## src/rtl/sync_fifo.sv

```systemverilog
// sync_fifo: single-clock FIFO with occupancy count, programmable
// almost-full/almost-empty thresholds and a selectable read mode
// (FWFT=0 registered read, FWFT=1 first-word-fall-through).
// Optional sticky overflow/underflow flags with a clear input are
// compiled in when the macro SYNC_FIFO_ERR_EN is defined.
// Reset is synchronous and active-low; stored words are not cleared.

module sync_fifo #(
   parameter int DW        = 32,
   parameter int DEPTH     = 16,
   parameter int AF_THRESH = DEPTH - 4,
   parameter int AE_THRESH = 4,
   parameter int FWFT      = 0
) (
   input  logic                     clk,
   input  logic                     rst_n,
   input  logic                     wrEn,
   input  logic [DW-1:0]            wrData,
   input  logic                     rdEn,
   output logic [DW-1:0]            rdData,
   output logic                     rdValid,
   output logic                     full,
   output logic                     empty,
   output logic                     almostFull,
   output logic                     almostEmpty,
   output logic [$clog2(DEPTH):0]   level
`ifdef SYNC_FIFO_ERR_EN
   ,
   input  logic                     errClr,
   output logic                     overflow,
   output logic                     underflow
`endif
);

   localparam int AW = $clog2(DEPTH);

   localparam logic [AW:0] C_FULL = (AW+1)'(DEPTH);
   localparam logic [AW:0] C_AF   = (AW+1)'(AF_THRESH);
   localparam logic [AW:0] C_AE   = (AW+1)'(AE_THRESH);

   if ((DEPTH < 2) || ((DEPTH & (DEPTH - 1)) != 0)) begin : g_badDepth
      $error("sync_fifo: DEPTH must be a power of two and at least 2");
   end

   if ((AE_THRESH < 1) || (AE_THRESH >= AF_THRESH) || (AF_THRESH > DEPTH)) begin : g_badThresh
      $error("sync_fifo: thresholds must satisfy 1 <= AE_THRESH < AF_THRESH <= DEPTH");
   end

   logic [DW-1:0] r_mem [DEPTH];
   logic [AW-1:0] r_wrPtr;
   logic [AW-1:0] r_rdPtr;
   logic [AW:0]   r_level;
   logic          r_full;
   logic          r_empty;
   logic          r_almostFull;
   logic          r_almostEmpty;

   logic          w_wrAcc;
   logic          w_rdAcc;
   logic [AW:0]   w_levelNext;

   assign w_wrAcc = wrEn && !r_full;
   assign w_rdAcc = rdEn && !r_empty;

   // Occupancy after this edge; a simultaneous read and write cancel out.
   always_comb begin
      w_levelNext = r_level;
      if (w_wrAcc && !w_rdAcc) begin
         w_levelNext = r_level + 1'b1;
      end else if (!w_wrAcc && w_rdAcc) begin
         w_levelNext = r_level - 1'b1;
      end
   end

   // Storage array: written only on an accepted write, never cleared by reset.
   always_ff @(posedge clk) begin
      if (rst_n && w_wrAcc) begin
         r_mem[r_wrPtr] <= wrData;
      end
   end

   // Pointers, level and the four status flags, all derived from the next level.
   always_ff @(posedge clk) begin
      if (!rst_n) begin
         r_wrPtr       <= '0;
         r_rdPtr       <= '0;
         r_level       <= '0;
         r_full        <= 1'b0;
         r_empty       <= 1'b1;
         r_almostFull  <= 1'b0;
         r_almostEmpty <= 1'b1;
      end else begin
         if (w_wrAcc) begin
            r_wrPtr <= r_wrPtr + AW'(1);
         end
         if (w_rdAcc) begin
            r_rdPtr <= r_rdPtr + AW'(1);
         end
         r_level       <= w_levelNext;
         r_full        <= (w_levelNext == C_FULL);
         r_empty       <= (w_levelNext == '0);
         r_almostFull  <= (w_levelNext >= C_AF);
         r_almostEmpty <= (w_levelNext <= C_AE);
      end
   end

   assign level       = r_level;
   assign full        = r_full;
   assign empty       = r_empty;
   assign almostFull  = r_almostFull;
   assign almostEmpty = r_almostEmpty;

   if (FWFT == 0) begin : g_std
      logic [DW-1:0] r_rdData;
      logic          r_rdValid;

      // Registered read: data lands one edge after the accepted request and is then held.
      always_ff @(posedge clk) begin
         if (!rst_n) begin
            r_rdData  <= '0;
            r_rdValid <= 1'b0;
         end else begin
            r_rdValid <= w_rdAcc;
            if (w_rdAcc) begin
               r_rdData <= r_mem[r_rdPtr];
            end
         end
      end

      assign rdData  = r_rdData;
      assign rdValid = r_rdValid;
   end else begin : g_fwft
      assign rdData  = r_mem[r_rdPtr];
      assign rdValid = !r_empty;
   end

`ifdef SYNC_FIFO_ERR_EN
   logic r_overflow;
   logic r_underflow;

   // Sticky error flags; a new rejected request takes priority over a clear.
   always_ff @(posedge clk) begin
      if (!rst_n) begin
         r_overflow  <= 1'b0;
         r_underflow <= 1'b0;
      end else begin
         if (wrEn && r_full) begin
            r_overflow <= 1'b1;
         end else if (errClr) begin
            r_overflow <= 1'b0;
         end
         if (rdEn && r_empty) begin
            r_underflow <= 1'b1;
         end else if (errClr) begin
            r_underflow <= 1'b0;
         end
      end
   end

   assign overflow  = r_overflow;
   assign underflow = r_underflow;
`endif

endmodule
```

## config.mk

```make
export PLATFORM = sky130hd
export DESIGN_NAME = sync_fifo
export DESIGN_NICKNAME = d
export VERILOG_FILES = /design/src/rtl/sync_fifo.sv
export SDC_FILE = /design/constraint.sdc
export NUM_CORES = 1
export LEC_CHECK = 0
export CAP_MARGIN = 15
export CELL_PAD_IN_SITES_DETAIL_PLACEMENT = 0
export CELL_PAD_IN_SITES_GLOBAL_PLACEMENT = 1
export CORE_ASPECT_RATIO = 1.2
export CORE_MARGIN = 2
export CORE_UTILIZATION = 40
export CTS_CLUSTER_DIAMETER = 80
export CTS_CLUSTER_SIZE = 10
export DETAILED_ROUTE_END_ITERATION = 8
export PLACE_DENSITY_LB_ADDON = 0.1
export SLEW_MARGIN = 20
export SYNTH_ARGS = -nofsm -noshare
export SYNTH_HDL_FRONTEND = slang
export SYNTH_SLANG_ARGS = --single-unit
```

## constraint.sdc

```tcl
create_clock -name clk -period 8.25 [get_ports clk]
set_input_delay 0.825 -clock clk [delete_from_list [all_inputs] [get_ports clk]]
set_output_delay 0.825 -clock clk [all_outputs]
set_load 0.01 [all_outputs]
```

==> results of run 1 <==
path summary, 6_finish.rpt:
path | start | endpoint | slack [ns]
hold reg to reg | rdData[31]$_SDFFE_PN0P_ | rdData[31]$_SDFFE_PN0P_ | 0.46
hold / removal | rdData[31]$_SDFFE_PN0P_ | rdData[31]$_SDFFE_PN0P_ | 0.46
setup reg to reg | r_rdPtr[1]$_SDFFE_PN0P_ | rdData[13]$_SDFFE_PN0P_ | 4.98
setup / recovery | r_rdPtr[1]$_SDFFE_PN0P_ | rdData[13]$_SDFFE_PN0P_ | 4.98
cells in the mapped netlist, types with 2 or more instances:
master / number / area share [%]
buf_2: 23 / 0.54
or3_1: 2 / 0.059
ha_1: 7 / 0.41
clkbuf_1: 13 / 0.23
mux4_2: 128 / 14
nor3_1: 2 / 0.047
buf_1: 2 / 0.035
nand3b_1: 2 / 0.071
a21oi_1: 3 / 0.071
dfxtp_1: 50 / 4.7
a41oi_1: 2 / 0.082
nand2_1: 44 / 0.78
o221ai_1: 32 / 1.3
inv_1: 5 / 0.088
nand4_1: 2 / 0.059
nor2_1: 27 / 0.48
xnor2_1: 4 / 0.16
nor2_2: 2 / 0.059
edfxtp_1: 512 / 72
buf_6: 13 / 0.69
nand3_1: 3 / 0.071
nand2b_1: 3 / 0.088
xor2_1: 4 / 0.16
mux2i_1: 64 / 3.0
registers in the layout, summed over array words and instances (netlist names):
register,cells
almostEmpty,1
almostFull,1
empty,1
full,1
level,5
r_mem,512
r_rdPtr,4
r_wrPtr,4
rdData,32
rdValid,1
where the power goes:
part	total [uW]	leakage, uW	switching [uW]	internal [uW]
sequential	3230	0.00502	62.0	3170
combinational	622	0.00154	299	323
clock	2620	0.000914	1100	1520
logic make-up after synthesis:
group / Yosys count
AO/OA/AOI/OAI: 45
XOR/XNOR: 8
adder cells (fa/ha/maj): 7
buffers and inverters: 57
flip-flops: 562
multiplexers: 193
AND/OR/NAND/NOR: 96
routing by layer:
layer	GRT usage [%]	wire length, um
met5	0	11
met4	5.90	973
met3	2.79	1560
met2	28.9	23200
met1	22.9	20200
metrics by stage:
step	cells	area [um^2]
5_1_grt	1839	24900
6_report	1839	24900
2_1_floorplan	968	21200
4_1_cts	1839	24900
3_3_place_gp	1715	22900
3_5_place_dp	1721	23000
final cells by class:
class / count / share of cell area (%)
clock buffers: 111 / 7.39
well taps: 705 / 3.54
multi-input cells: 349 / 18.7
flip-flops and latches: 562 / 65.8
clock inverters: 7 / 0.306
repair buffers: 100 / 4.21
inverters: 5 / 0.0754
tightest hold or removal path, cell delays in order, from the launching register on:
cell      delay, ns
dfxtp_1        0.32
nand2_1        0.05
o221ai_1       0.05
==> flow_summary.yaml, run 1 <==
cells_and_area:
  seqCellArea_mm2: 0.0164
  layout.nets: 1127
  most-common-layout-cells: "512 x edfxtp_1, 128 x mux4_2, 77 x clkdlybuf4s50_1, 67 x clkbuf_16, 64 x mux2i_1"
  layout_commonest_cell: "edfxtp_1"
  fin_util_pct: 47.5
  multiInputGateArea_mm2: 0.00465
  area_growth_pct: 17.3
  n_antenna_cell: 0
  fill_cells: 4422
  layout-drive-gt1-share_pct: 22.6
clock_tree:
  post_cts_buffers: 0
  cts.clk_slew.worst_paths_ns: 0.06
  cts_sinks: 562
  htreeDepth: 3
  cts_buffers: 66
  clockRootBuffer: "clkbuf_16"
  hold_buffers: 0
  clockBufferDepth: 3
  cts_tree: "yes"
  ctsResizeCount: 0
  clk_latency_ns: 0.60
pwr:
  power_uw: 6470
  p_per_area_mw_per_mm2: 260
  p_leak_uw: 0.00748
  max-vdd-ir-drop_mv: 0.120
route:
  detail-route-antenna-nets: 0
  route.detailed.drc: 0
  firstDrtPassIters: 4
  via_per_inst: 5.28
  wl_per_cell_um: 25.0
  via_count: 9711
  wirelength_um: 45900
  dr.first_iter.drc_count: 645
setup_path:
  crit_fanout: 55
  cp.depth: 5
  endpoint_kind: "flip-flop"
  path_class: "flip-flop to flip-flop"
  cp_cell_sequence: "buf_4 -> buf_4 -> mux4_2 -> mux2i_1 -> o221ai_1"
  crit_family: "buffers and inverters"
  critPathMaxStageDelay_ns: 0.90
  start_kind: "flip-flop"
  slowest_stage: "dfxtp_4"
  path_buf_inv: 2
  timing.critical_path.mode_cell: "buf_4"
  reg2reg_depth: 5
  crit_arrival_ns: 3.67
  worst-endpoint-required_ns: 8.65
global_route:
  grt_max_degree: 105
  grt-ovfl-total: 0
  grt_pass1_wl_um: 69300
  track_usage_pct: 17.2
  grt_pass1_vias: 10400
  antenna_found_initial: 1
sta:
  min_period_over_period_pct: 39.6
  hold_violations: 0
  holdWs_ns: 0.462
  max_freq_mhz: 306
  fin_crit_ns: 3.27
  tightest_slew_ns: 1.09
  slew_headroom_pct: 26.8
  final_max_slew_viol_count: 0
  skew_ns: 0.0225
  fin_setup_tns_ns: 0
  setup_ws_ns: 4.98
  rsz0062_at_grt: "no"
  final-setup-viol-count: 0
synthesis:
  syn_inst: 968
  yosysWarnings: 0
  synth.distinct_cells: 43
  postSynth.asyncResetShare_pct: 0
  synth_compound_area_share_pct: 1.81
  synth_xor_xnor_area_share_pct: 0.330
  avgSynthCellArea_um2: 21.9
  syn_nets: 1011
  netlist_area_mm2: 0.0212
  synth_flop_cell: "edfxtp_1"
  synthAdderAreaFrac_pct: 0.412
  synth-simple-area-share_pct: 2.09
  synth-edff-count: 512
  synth_top_family_by_area: "multiplexers"
  synthMuxAreaShare_pct: 16.7
  yosysSeqAreaShare_pct: 77.1
  ys_ff_latch: 562
die:
  num_rows: 92
  initial_core_util_pct: 40.5
  io_pins: 78
  core_mm2: 0.0525
  die_area_mm2: 0.0550
  die_y_um: 256
  die_x_um: 214
status:
  outcome: "completed"
job:
  maxCapViolations: 0
min_path:
  hold-path-cell-count: 2
  hold_path.class: "flip-flop to flip-flop"
placed_design:
  dpl.hpwl_um: 24700
  dp_slack_ns: 4.55
  gp_congestion: 0.714
  place.port_buffers: 77
Power figures use the tool's default switching activity.
==> run 2, diff against run 1 <==
Clock period 8.25 ns to 3.21 ns, I/O delays scaled along.
==> run 2 against run 1 <==
Net effect:
- count of clock-buffer cells in the layout increased by 4
- sequential share of layout area decreased by 0.79 points
- sequential power increased to 2.6 times the previous value
- global-route usage decreased by 0.48 points
- hold slack got worse by 0.00051 ns
- non-clock buffer count increased by 10
- clock skew decreased by 0.0014 ns
- critical endpoint is now rdData[21]$_SDFFE_PN0P_
- highest routed layer is now met4
==> flow_summary.yaml, run 2 (synthesized netlist as in run 1, its figures left out) <==
clock_tree:
  hold_buffers: 0
  ctsResizeCount: 0
  clockBufferDepth: 3
  clockRootBuffer: "clkbuf_16"
  cts_buffers: 66
  cts_sinks: 562
  post_cts_buffers: 0
  clk_latency_ns: 0.58
  htreeDepth: 3
  cts.clk_slew.worst_paths_ns: 0.06
  cts_tree: "yes"
setup_path:
  crit_arrival_ns: 2.55
  crit_fanout: 20
  crit_family: "multiplexers"
  cp_cell_sequence: "buf_12 -> buf_4 -> mux4_2 -> mux2i_1 -> o221ai_1"
  worst-r2r-setup-slack_ns: 1.07
  reg2reg_depth: 5
  reg2reg_from: "r_rdPtr[0]$_SDFFE_PN0P_"
  slowest_stage: "dfxtp_4"
  critPathLaunch: "r_rdPtr[0]$_SDFFE_PN0P_"
  cp.depth: 5
  critPathMaxStageDelay_ns: 0.53
  start_kind: "flip-flop"
  r2r_end: "rdData[21]$_SDFFE_PN0P_"
  path_class: "flip-flop to flip-flop"
  crit_end: "rdData[21]$_SDFFE_PN0P_"
  path_buf_inv: 2
  worst-endpoint-required_ns: 3.62
  endpoint_kind: "flip-flop"
global_route:
  grt-ovfl-total: 0
  grt_pass1_vias: 10500
  grt_max_degree: 36
  antenna_found_initial: 0
  grt_pass1_wl_um: 68000
  track_usage_pct: 16.7
die:
  die_x_um: 214
  core_mm2: 0.0525
  initial_core_util_pct: 40.5
  die_y_um: 256
  io_pins: 78
  die_area_mm2: 0.0550
  num_rows: 92
pwr:
  p_leak_uw: 0.00758
  p_per_area_mw_per_mm2: 662
  max-vdd-ir-drop_mv: 0.315
cells_and_area:
  layout-drive-gt1-share_pct: 23.1
  layout_commonest_cell: "edfxtp_1"
  final_cells: 1849
  fill_cells: 4374
  n_antenna_cell: 0
  final_area_mm2: 0.0252
  top_register: "r_mem"
  layout.nets: 1137
  largest_register_ffs: 512
  most-common-layout-cells: "512 x edfxtp_1, 128 x mux4_2, 77 x clkdlybuf4s50_1, 69 x clkbuf_16, 64 x mux2i_1"
  area_growth_pct: 18.7
sta:
  min_period_over_period_pct: 66.6
  fin_crit_ns: 2.14
  hold_violations: 0
  slew_headroom_pct: 35.7
  holdWs_ns: 0.462
  max_freq_mhz: 468
  tightest_slew_ns: 0.965
  final_max_slew_viol_count: 0
  final-setup-viol-count: 0
  rsz0062_at_grt: "no"
  skew_ns: 0.0211
  fin_setup_tns_ns: 0
route:
  detail-route-antenna-nets: 0
  wirelength_um: 44900
  wl_per_cell_um: 24.3
  firstDrtPassIters: 5
  via_per_inst: 5.26
  via_count: 9723
  dr.first_iter.drc_count: 585
  route.detailed.drc: 0
job:
  maxCapViolations: 0
placed_design:
  dp_cells: 1731
  place_area_mm2: 0.0233
  place.port_buffers: 77
  gp_congestion: 0.715
  dpl.hpwl_um: 24100
min_path:
  hold_path.class: "flip-flop to flip-flop"
  worstHoldStart: "rdData[15]$_SDFFE_PN0P_"
status:
  outcome: "completed"
[run 2: changes by cell type in the layout (fill, tap and decap cells not counted), sizes merged]
cell,delta
clkbuf,+4
inv,-2
clkinv,-2
buf,+10
[run 2: layer usage]
| layer | vias up | global-route usage (%) | routed length [um] |
|---|---|---|---|
| li1 | 4301 | - | - |
| met1 | 5170 | 21.4 | 19000 |
| met2 | 201 | 29.0 | 23300 |
| met3 | 51 | 2.93 | 1880 |
| met4 | 0 | 5.42 | 836 |
| met5 | - | 0 | 0 |
[run 2: metrics by stage]
step	worst slack [ns]	utilization (%)	power (uW)
6_report	1.07	48.0	16700
5_1_grt	0.953	48.0	17300
3_5_place_dp	0.538	44.4	10100
4_1_cts	1.05	48.0	17000
3_3_place_gp	0.630	44.4	10100
2_1_floorplan	0.481	-	9510
[run 2: worst register-to-register path, stage by stage (launching register included)]
cell,delay (ns)
dfxtp_4,0.53
buf_12,0.25
buf_4,0.27
mux4_2,0.52
mux2i_1,0.25
o221ai_1,0.15
[run 2: report_power, final]
group | internal (uW) | switching (uW) | total (uW)
clock | 4000 | 2750 | 6750
combinational | 874 | 813 | 1690
sequential | 8130 | 119 | 8250
[run 2: cell type report]
class / count / area, um^2 / area share, %
flip-flops and latches: 562 / 16400 / 65.0
multi-input cells: 349 / 4650 / 18.5
clock buffers: 115 / 1900 / 7.53
repair buffers: 110 / 1340 / 5.33
well taps: 705 / 882 / 3.50
clock inverters: 3 / 26.3 / 0.104
inverters: 5 / 18.8 / 0.0744
[run 2: worst min-delay path by stage]
stage | endpoint | slack, ns | cells after the start
3_3_place_gp | rdData[15]$_SDFFE_PN0P_ | 0.46 | 2
3_5_place_dp | rdData[15]$_SDFFE_PN0P_ | 0.45 | 2
5_1_grt | rdData[13]$_SDFFE_PN0P_ | 0.50 | 2
4_1_cts | empty$_SDFF_PN1_ | 0.47 | 2
2_1_floorplan | r_mem[0][0]$_DFFE_PP_ | 0.42 | 0
6_report | rdData[15]$_SDFFE_PN0P_ | 0.46 | 2
==> run 3, diff against run 2 <==
Clock period 3.21 ns to 2 ns, I/O delays scaled along.
==> run 3 against run 2 <==
Net effect:
- hold slack worse by 0.097 ns
- die area is the same
- sequential share of layout area shrank 1.5 points
- clock skew decreased by 0.0035 ns
- worst setup slack worse by 0.96 ns
- wire length up 5.1%
- total power rose by 62%
- utilization rose by 1.1 points
- global-route usage grew 0.87 points
- critical endpoint is now rdData[1]$_SDFFE_PN0P_
- largest power group unchanged
==> flow_summary.yaml, run 3 (synthesized netlist as in run 1, its figures left out) <==
clock_tree:
  hold_buffers: 0
  clockBufferDepth: 3
  cts_tree: "yes"
  htreeDepth: 3
  ctsResizeCount: 0
  cts_sinks: 562
  cts.clk_slew.worst_paths_ns: 0.05
  clockRootBuffer: "clkbuf_16"
  clk_latency_ns: 0.57
  post_cts_buffers: 0
  cts_buffers: 66
die:
  die_y_um: 256
  core_mm2: 0.0525
  die_area_mm2: 0.0550
  die_x_um: 214
  num_rows: 92
  initial_core_util_pct: 40.5
  io_pins: 78
placed_design:
  dp_slack_ns: -0.0536
  gp_congestion: 0.705
  place.port_buffers: 77
  dpl.hpwl_um: 27400
cells_and_area:
  layout-drive-gt1-share_pct: 26.5
  layout.nets: 1189
  seqCellArea_mm2: 0.0164
  layout_commonest_cell: "edfxtp_1"
  largest_register_ffs: 512
  top_register: "r_mem"
  n_antenna_cell: 0
  most-common-layout-cells: "512 x edfxtp_1, 128 x mux4_2, 77 x clkdlybuf4s50_1, 69 x clkbuf_16, 64 x mux2i_1"
  area_growth_pct: 21.4
  multiInputGateArea_mm2: 0.00465
  fill_cells: 4365
sta:
  skew_ns: 0.0176
  final_max_slew_viol_count: 0
  fin_crit_ns: 1.89
  final-setup-viol-count: 0
  hold_violations: 0
  max_freq_mhz: 529
  tightest_slew_ns: 0.708
  min_period_over_period_pct: 94.5
  slew_headroom_pct: 52.7
  fin_setup_tns_ns: 0
  setup_ws_ns: 0.109
  rsz0062_at_grt: "no"
route:
  wl_per_cell_um: 24.9
  detail-route-antenna-nets: 0
  dr.first_iter.drc_count: 623
  firstDrtPassIters: 7
  via_count: 10000
  wirelength_um: 47200
  route.detailed.drc: 0
  via_per_inst: 5.29
setup_path:
  endpoint_kind: "flip-flop"
  crit_fanout: 17
  path_class: "flip-flop to flip-flop"
  worst-r2r-setup-slack_ns: 0.11
  worst-endpoint-required_ns: 2.43
  crit_arrival_ns: 2.32
  start_kind: "flip-flop"
job:
  maxCapViolations: 0
global_route:
  antenna_found_initial: 0
  grt-ovfl-total: 0
  grt_pass1_vias: 11000
  track_usage_pct: 17.6
  grt_pass1_wl_um: 70900
  grt_max_degree: 44
pwr:
  p_per_area_mw_per_mm2: 1050
  max-vdd-ir-drop_mv: 0.599
  power_uw: 27000
  p_leak_uw: 0.00789
min_path:
  hold_path.class: "input port to flip-flop"
status:
  outcome: "completed"
## run 3: cell count changes in the layout (fill, tap and decap cells not counted)
cell	change
buf_4	+36
buf_12	+16
clkbuf_1	-4
## run 3: area by class of cell
cell class | count | share of cell area (%)
inverters | 5 | 0.0728
clock buffers | 111 | 7.31
multi-input cells | 349 | 18.0
clock inverters | 3 | 0.102
flip-flops and latches | 562 | 63.5
well taps | 705 | 3.42
repair buffers | 162 | 7.50
## run 3: power by group
group	total [uW]	internal, uW	leakage, uW	switching, uW
sequential	13200	13100	0.00502	152
combinational	3000	1580	0.00195	1420
clock	10800	6380	0.000913	4380
## run 3: routing by layer
layer	track usage, %	vias up	wire length [um]
met5	0	-	0
met4	5.42	0	816
met3	2.72	49	1680
met2	29.9	186	24000
met1	23.4	5404	20700
li1	-	4403	-
## run 3: critical path, stage by stage (launching register included)
cell and delay (ns):
dfxtp_4 0.39, buf_12 0.20, buf_12 0.16, mux4_2 0.51, mux2i_1 0.28, o221ai_1 0.17
## run 3: path summary, 6_finish.rpt
check | from | to | cells after the start
max | r_rdPtr[0]$_SDFFE_PN0P_ | rdData[1]$_SDFFE_PN0P_ | 5
min reg2reg | rdData[30]$_SDFFE_PN0P_ | rdData[30]$_SDFFE_PN0P_ | 2
max reg2reg | r_rdPtr[0]$_SDFFE_PN0P_ | rdData[1]$_SDFFE_PN0P_ | 5
min | rst_n | empty$_SDFF_PN1_ | 3
## run 3: metrics by stage
stage          instances  utilization (%)  cell area (um^2)  hold WS (ns)
2_1_floorplan        968                -             21300         0.299
3_3_place_gp        1783             45.5             23900         0.451
3_5_place_dp        1783             45.5             23900         0.447
4_1_cts             1897             49.1             25800         0.322
5_1_grt             1897             49.1             25800         0.357
6_report            1897             49.1             25800         0.365
